**src/rtl/ecc_scrubber.sv**
```systemverilog
// Background ECC scrubber: sweeps a {ecc[6:0], data[31:0]} array, rewrites
// single-bit-corrected words and logs/flags uncorrectable (double-bit) words.
module ecc_scrubber #(
  parameter int unsigned ADDR_W     = 8,
  parameter int unsigned DEPTH      = 256,
  parameter int unsigned INTERVAL_W = 16
) (
  input  logic                  clk,
  input  logic                  rst,
  input  logic                  start,
  input  logic [INTERVAL_W-1:0] interval,
  output logic                  mem_req,
  output logic                  mem_we,
  output logic [ADDR_W-1:0]     mem_addr,
  output logic [38:0]           mem_wdata,
  input  logic                  mem_gnt,
  input  logic                  mem_rvalid,
  input  logic [38:0]           mem_rdata,
  output logic                  dec_en,
  output logic [31:0]           dec_din,
  output logic [6:0]            dec_ecc_in,
  input  logic [31:0]           dec_dout,
  input  logic [6:0]            dec_ecc_out,
  input  logic                  dec_single,
  input  logic                  dec_double,
  output logic                  busy,
  output logic                  done,
  output logic [15:0]           sec_count,
  output logic [15:0]           ded_count,
  output logic [ADDR_W-1:0]     ded_addr,
  output logic                  ded_irq,
  input  logic                  irq_clr
);

  localparam int unsigned DATA_W = 32;
  localparam int unsigned ECC_W  = 7;
  localparam int unsigned WORD_W = DATA_W + ECC_W;
  localparam int unsigned CNT_W  = 16;
  localparam logic [ADDR_W-1:0] LAST_ADDR = ADDR_W'(DEPTH - 1);

  typedef enum logic [2:0] {
    IDLE, WAIT, RD_REQ, RD_WAIT, CHECK, WR_REQ, NEXT
  } state_t;

  state_t                state_q, state_d;
  logic [ADDR_W-1:0]     addr_q, addr_d;
  logic [INTERVAL_W-1:0] ival_q, ival_d;
  logic [INTERVAL_W-1:0] wait_q, wait_d;
  logic [WORD_W-1:0]     wdata_d;
  logic [CNT_W-1:0]      sec_d, ded_d;
  logic [ADDR_W-1:0]     ded_addr_d;
  logic                  irq_d;
  logic [DATA_W-1:0]     din_d;
  logic [ECC_W-1:0]      ecc_d;

  assign mem_addr = addr_q;

  // Next-state and next-register values; outputs are registered from state_d.
  always_comb begin
    state_d    = state_q;
    addr_d     = addr_q;
    ival_d     = ival_q;
    wait_d     = wait_q;
    wdata_d    = mem_wdata;
    sec_d      = sec_count;
    ded_d      = ded_count;
    ded_addr_d = ded_addr;
    irq_d      = ded_irq & ~irq_clr;
    din_d      = '0;
    ecc_d      = '0;

    unique case (state_q)
      IDLE: begin
        if (start) begin
          ival_d = interval;
          sec_d  = '0;
          ded_d  = '0;
          addr_d = '0;
          if (interval != '0) begin
            wait_d  = interval;
            state_d = WAIT;
          end else begin
            state_d = RD_REQ;
          end
        end
      end
      WAIT: begin
        wait_d = wait_q - INTERVAL_W'(1);
        if (wait_q <= INTERVAL_W'(1)) state_d = RD_REQ;
      end
      RD_REQ: begin
        if (mem_gnt) state_d = RD_WAIT;
      end
      RD_WAIT: begin
        if (mem_rvalid) state_d = CHECK;
      end
      CHECK: begin
        if (dec_double) begin
          if (ded_count != '1) ded_d = ded_count + CNT_W'(1);
          // A coincident irq_clr re-arms capture, so this DED's address is taken.
          if (!ded_irq || irq_clr) ded_addr_d = addr_q;
          irq_d   = 1'b1;
          state_d = NEXT;
        end else if (dec_single) begin
          if (sec_count != '1) sec_d = sec_count + CNT_W'(1);
          wdata_d = {dec_ecc_out, dec_dout};
          state_d = WR_REQ;
        end else begin
          state_d = NEXT;
        end
      end
      WR_REQ: begin
        if (mem_gnt) state_d = NEXT;
      end
      NEXT: begin
        if (addr_q == LAST_ADDR) begin
          addr_d  = '0;
          state_d = IDLE;
        end else begin
          addr_d = addr_q + ADDR_W'(1);
          if (ival_q != '0) begin
            wait_d  = ival_q;
            state_d = WAIT;
          end else begin
            state_d = RD_REQ;
          end
        end
      end
      default: state_d = IDLE;
    endcase

    // Capture register feeding the decoder is only non-zero during CHECK.
    if (state_d == CHECK) begin
      din_d = mem_rdata[DATA_W-1:0];
      ecc_d = mem_rdata[WORD_W-1:DATA_W];
    end
  end

  // State, datapath and registered output update.
  always_ff @(posedge clk) begin
    if (rst) begin
      state_q    <= IDLE;
      addr_q     <= '0;
      ival_q     <= '0;
      wait_q     <= '0;
      mem_req    <= 1'b0;
      mem_we     <= 1'b0;
      mem_wdata  <= '0;
      dec_en     <= 1'b0;
      dec_din    <= '0;
      dec_ecc_in <= '0;
      busy       <= 1'b0;
      done       <= 1'b0;
      sec_count  <= '0;
      ded_count  <= '0;
      ded_addr   <= '0;
      ded_irq    <= 1'b0;
    end else begin
      state_q    <= state_d;
      addr_q     <= addr_d;
      ival_q     <= ival_d;
      wait_q     <= wait_d;
      mem_req    <= (state_d == RD_REQ) || (state_d == WR_REQ);
      mem_we     <= (state_d == WR_REQ);
      mem_wdata  <= wdata_d;
      dec_en     <= (state_d == CHECK);
      dec_din    <= din_d;
      dec_ecc_in <= ecc_d;
      busy       <= (state_d != IDLE);
      done       <= (state_d == NEXT) && (addr_d == LAST_ADDR);
      sec_count  <= sec_d;
      ded_count  <= ded_d;
      ded_addr   <= ded_addr_d;
      ded_irq    <= irq_d;
    end
  end

endmodule

```
**config.mk**
```make
export PLATFORM = sky130hd
export DESIGN_NAME = ecc_scrubber
export DESIGN_NICKNAME = d
export VERILOG_FILES = /design/src/rtl/ecc_scrubber.sv
export SDC_FILE = /design/constraint.sdc
export NUM_CORES = 1
export LEC_CHECK = 0
export ABC_CLOCK_PERIOD_IN_PS = 2350
export BUFFER_PORTS_ARGS = -buffer_cell sky130_fd_sc_hd__buf_2
export CORE_MARGIN = 3
export CORE_UTILIZATION = 46
export CTS_BUF_LIST = sky130_fd_sc_hd__clkbuf_4 sky130_fd_sc_hd__clkbuf_8 sky130_fd_sc_hd__clkbuf_16
export CTS_CLUSTER_DIAMETER = 30
export DETAILED_ROUTE_END_ITERATION = 6
export HOLD_SLACK_MARGIN = 0.12
export PLACE_DENSITY = 0.87
export SYNTH_ARGS = -nofsm -noshare
export SYNTH_HDL_FRONTEND = slang
export SYNTH_SLANG_ARGS = --single-unit
```
**constraint.sdc**
```tcl
create_clock -name clk -period 2.35 [get_ports clk]
set_input_delay 0.47 -clock clk [delete_from_list [all_inputs] [get_ports clk]]
set_output_delay 0.47 -clock clk [all_outputs]
set_load 0.03 [all_outputs]
```
-- Yosys cells after proc, flatten, opt, wreduce, memory -nomap -nowiden
Index checks and enable logic that the tools add are counted.
- $add $sub $neg: 4
- magnitude comparators: 1
- equal/unequal tests: 23
- multiplexer cells: 29
- bitwise logic cells: 4
- reduce and logical (&&, ||, !) cells: 17
- operators with widths (kind ; count):
    $mux W16 ; 10
    $pmux W16 S2 ; 2
    $pmux W16 S3 ; 1
    $add A16 B1 Y16 const B ; 2
    $ne A16 B16 Y1 const B ; 2
    $reduce_bool A16 Y1 ; 2
    $pmux W3 S7 ; 1
    $eq A3 B3 Y1 const B ; 6
    $ne A2 B2 Y1 const B ; 9
    $eq A8 B8 Y1 const B ; 2
    $le A16 B1 Y1 const B ; 1
    $mux W8 ; 2
    $pmux W8 S2 ; 1
    $sub A16 B1 Y16 const B ; 1
    $mux W3 ; 5
    $mux W2 ; 5
    $reduce_and A5 Y1 ; 2
    $eq A3 B2 Y1 const B ; 3
    $add A8 B1 Y8 const B ; 1
    $reduce_and A3 Y1 ; 2
    $reduce_bool A3 Y1 ; 2
    $reduce_and A4 Y1 ; 1
    $eq A3 B1 Y1 const B ; 1
    $logic_not A3 Y1 ; 1
    other kinds (9) ; 13
- register bits after elaboration: 167
- logic and storage cells: 94

-- Logic depth before layout (Yosys ltp)
- word-level depth: 7
- gate-level depth with buffers: 9
- depth with buffers taken out: 7

-- Worst setup path before layout
No wires, ideal clock.
- path type: input to register
- from: in interval[10]
- to: reg wait_q[7]
- data arrival time: 2082 ps
- setup slack: 134 ps
- stages: 7
- cells stage by stage: nor4_1 -> nand4_1 -> nor4_1 -> or2_2 -> buf_2 -> buf_2 -> o31ai_1
- longest elaborated chain between the ends: 3
- RTL lines (item ; line ; text):
    start, declared ; 11 ; input logic [INTERVAL_W-1:0] interval,
    $reduce_bool A16 Y1 ; 79 ; if (interval != '0) begin
    $ne A2 B2 Y1 (no line) ; -- ;
    $reduce_and A5 Y1 (no line) ; -- ;
    end signal, assigned ; 162 ; wait_q <= wait_d;
    end, declared ; 48 ; logic [INTERVAL_W-1:0] wait_q, wait_d;
No other way between the ends.
A chain may end at the register's enable or synchronous reset.

-- Worst setup path in the final report
- from: reg wait_q[8]
- to: reg dec_din[23]
- longest elaborated chain between the ends: 6
- RTL lines (item ; line ; text):
    $le A16 B1 Y1 ; 89 ; if (wait_q <= INTERVAL_W'(1)) state_d = RD_REQ;
    $mux W3 ; 89 ;
    $pmux W3 S7 ; 72 ; unique case (state_q)
    $eq A3 B3 Y1 ; 133 ; if (state_d == CHECK) begin
    $not A1 Y1 (no line) ; -- ;
    $reduce_or A2 Y1 (no line) ; -- ;
    end signal, assigned ; 167 ; dec_din <= din_d;
    end, declared ; 20 ; output logic [31:0] dec_din,
No other way between the ends.

==> metrics <==
result of the run=finished, final reports clean; Tightest Hold Check Type=in2reg; HPWL after DPL=15,000 um; number of design rule violations left after detail routing=0; start point of the worst min-delay path=mem_rdata[2]; CTS Buf Count=17; maximum fanout count along the critical path=20; number of distinct standard cells referenced by the synthesized netlist=61; max cap viols=0; r2r setup slk=0.16 ns; final global-route overflow total=0; Worst-Skew Late Latency=0.42 ns; commonest register cell after synthesis=sky130_fd_sc_hd__dfxtp_1; Worst Reg-to-Reg Cells=6; Final Setup Violations=0; root buf cell=sky130_fd_sc_hd__clkbuf_16; pin count of the biggest net entering global routing=61; number of instances on the worst hold path=3; portion of the post-synthesis area used by sequential elements=45.4%; transition time at the pin with the least slew margin=0.693 ns; Critical Setup Path Class=reg2reg; layout filler cell count=1,373; Placed Instances=1,345; total length of routed wires=20,700 um; count of buffering cells on the critical path with inverters included=1; GRT Resource Usage Total=22.7%; die height=132 um; ranking of synthesized cells by instance count=167 x sky130_fd_sc_hd__dfxtp_1, 148 x sky130_fd_sc_hd__nand2_1, 98 x sky130_fd_sc_hd__a21oi_1; Setup TNS=0 ns; most repeated cell in the gate-level netlist after synthesis=sky130_fd_sc_hd__dfxtp_1; number of endpoints with negative hold slack in the final report=0; area share of the leading cell type in the synthesized netlist=45.4%; slowest library cell on the worst path=sky130_fd_sc_hd__or4_4; register clock-pin slew on the reported worst setup and hold paths=0.07 ns; count of nets left with antenna violations after detail routing=0; pwr/cell area=770 nW/um^2; fraction of registers with async set/reset=0%; antenna diode count=0; Area Growth Syn to Fin=34.0%; final weighted congestion in routability-driven placement=0.909; data arrival time of the critical path=2.53 ns; Final nets=1,261; synthesized area divided by synthesized cell count=8.31 um^2; average wire per standard cell=15.0 um; Core Footprint=15,400 um^2; clock tree sinks=167; final non-filler cell total=1,378; leading post-synthesis cells by cell area=sky130_fd_sc_hd__dfxtp_1 45%, sky130_fd_sc_hd__nand2_1 7.6%, sky130_fd_sc_hd__a21oi_1 6.7%, sky130_fd_sc_hd__nor3_2 5.2%, sky130_fd_sc_hd__nor2_1 3.5%; I/O pin cnt=234; number of antenna violations at the first check in global routing=0; Site Rows=45; Post-Route Hold Slack=0.275 ns; ratio of final minimum period to clock period=93.1%; end point of the most critical hold path=dec_din[2]; Layout Skew=0.00683 ns; most area-hungry cell type in the Yosys netlist=sky130_fd_sc_hd__dfxtp_1; slew margin rel.=53.4%; launching element type of the critical path=register; Die X-Extent=132 um; share of post-route cells with drive strength above 1=34.4%; WP data required=2.70 ns; PnR Total Power=7.59 mW; floorplan die area=17,500 um^2; Peak supply drop=0.548 mV; Final Util=63.9%; gate count after technology mapping=885; leakage power=4.32 nW; RSZ-0062 raised after global routing=false; routed vias/inst=5.37; minimum period implied by the final worst setup slack=2.19 ns; vias in the first global route=6,783; number of enable flip-flop cells after synthesis=0; Top delay family on crit path=simple AND/OR/NAND/NOR gates; initial cell density of the core=47.7%; number of synthesized register bits=167; number of port buffers=233; total iterations of the first detailed-routing run=5; count of synthesis-stage warnings from yosys=0; net count of the mapped netlist=992; H-tree levels=4; first-pass GRT wire length=33,100 um; synthesized area=7360 um^2; TritonCTS clock tree=yes; Reg-to-Reg End=dec_din[23]; via count=7,398; worst r2r src=wait_q[8]; kind of end point of the critical path=register; count of routing violations after the opening detailed-route iteration=575; cells traversed along the worst timing path=or4_4 > nor4_4 > a31oi_2 > or3_4 > clkbuf_16 > nor3_2; number of buffers on the longest clock path=2; pins over their slew limit=0; slowest cell delay on critical path=0.59 ns; Max Fclk=457 MHz
[state kept, by name, indices dropped and copies added, names as in the netlist]
register    cells
dec_ecc_in      7
wait_q         16
mem_we          1
state_q         3
mem_wdata      39
dec_en          1
sec_count      16
mem_req         1
ded_irq         1
mem_addr        8
dec_din        32
done            1
ival_q         16
busy            1
ded_addr        8
ded_count      16
[stage by stage]
| stage | cell area (um^2) | setup WS, ns |
|---|---|---|
| CTS | 9810 | 0.0272 |
| global route | 9860 | 0.00614 |
| detailed placement | 9160 | -0.178 |
| finish | 9860 | 0.162 |
| floorplan | 7360 | 0.134 |
| global placement | 9160 | -0.145 |
[what timing repair did]
item                       in CTS  in global routing
resized for setup               3                  5
setup endpoints to repair      15                 59
pin swaps                       0                  1
hold buffers                    0                  0
gates cloned                    0                  1
setup buffers                   0                  0
[worst register-to-register path, cell delays in order (launching register included)]
cell and delay (ns):
sky130_fd_sc_hd__dfxtp_1 0.35, sky130_fd_sc_hd__or4_4 0.59, sky130_fd_sc_hd__nor4_4 0.20, sky130_fd_sc_hd__a31oi_2 0.18, sky130_fd_sc_hd__or3_4 0.40, sky130_fd_sc_hd__clkbuf_16 0.22
sky130_fd_sc_hd__nor3_2 0.17
[logic make-up (layout without fill, tap and decap cells)]
group,Yosys count,after routing,share of synthesized area [%]
compound gates,195,195,16.7
buf+inv,112,394,6.46
xor+xnor,20,20,2.38
simple gates,385,385,28.0
mux,1,1,0.136
fa+ha+maj,5,5,0.850
flops,167,167,45.4
[layout make-up]
type / count / area, um^2 / area share [%]
Clock buffer: 18 / 433 / 4.39
Clock inverter: 14 / 209 / 2.12
Inverter: 51 / 191 / 1.94
Multi-Input combinational cell: 606 / 3600 / 36.5
Sequential cell: 167 / 3340 / 33.9
Tap cell: 211 / 264 / 2.68
Timing Repair Buffer: 311 / 1820 / 18.5
[cell usage in the layout (no fill, tap or decap), types with 5 or more instances in the layout]
master	n
sky130_fd_sc_hd__and2_1	9
sky130_fd_sc_hd__o31ai_1	16
sky130_fd_sc_hd__nor2_1	68
sky130_fd_sc_hd__nand3_1	26
sky130_fd_sc_hd__ha_1	5
sky130_fd_sc_hd__a21oi_1	96
sky130_fd_sc_hd__nor4_1	21
sky130_fd_sc_hd__and3_1	7
sky130_fd_sc_hd__o311ai_0	13
sky130_fd_sc_hd__xor2_1	6
sky130_fd_sc_hd__inv_1	51
sky130_fd_sc_hd__xnor2_1	14
sky130_fd_sc_hd__clkbuf_16	18
sky130_fd_sc_hd__buf_2	233
sky130_fd_sc_hd__nand4_1	12
sky130_fd_sc_hd__a211oi_1	8
sky130_fd_sc_hd__dfxtp_1	166
sky130_fd_sc_hd__a2111oi_0	6
sky130_fd_sc_hd__o21ai_0	12
sky130_fd_sc_hd__a221oi_1	10
sky130_fd_sc_hd__nand2_1	148
sky130_fd_sc_hd__a31oi_1	5
sky130_fd_sc_hd__nor3_1	10
sky130_fd_sc_hd__or3_1	6
sky130_fd_sc_hd__inv_6	5
sky130_fd_sc_hd__nor3_2	38
sky130_fd_sc_hd__buf_4	73
[how the worst max path moves through the flow]
stage / startpoint / to / slack, ns / cells past startpoint
floorplan: interval[10] / wait_q[7] / 0.13 / 7
global placement: interval[15] / dec_din[4] / -0.14 / 8
detailed placement: interval[10] / dec_din[13] / -0.18 / 8
CTS: ival_q[10] / dec_din[13] / 0.03 / 6
global route: state_q[0] / busy / 0.006 / 7
finish: wait_q[8] / dec_din[23] / 0.16 / 6
[per-layer routing]
layer | track usage [%] | up-vias | share of wire (%)
met2 | 38.4 | 310 | 49
met4 | 6.35 | 0 | 1.5
met5 | 0 | - | 0
li1 | - | 3651 | -
met1 | 28.8 | 3409 | 41
met3 | 5.93 | 28 | 7.8
[power by group]
part,leakage [nW],switching (mW),total (mW),internal [mW]
combinational,2.66,0.928,1.54,0.607
sequential,1.35,0.103,3.05,2.95
clock,0.312,1.18,3.00,1.82
(Power assumes the default switching activity.)
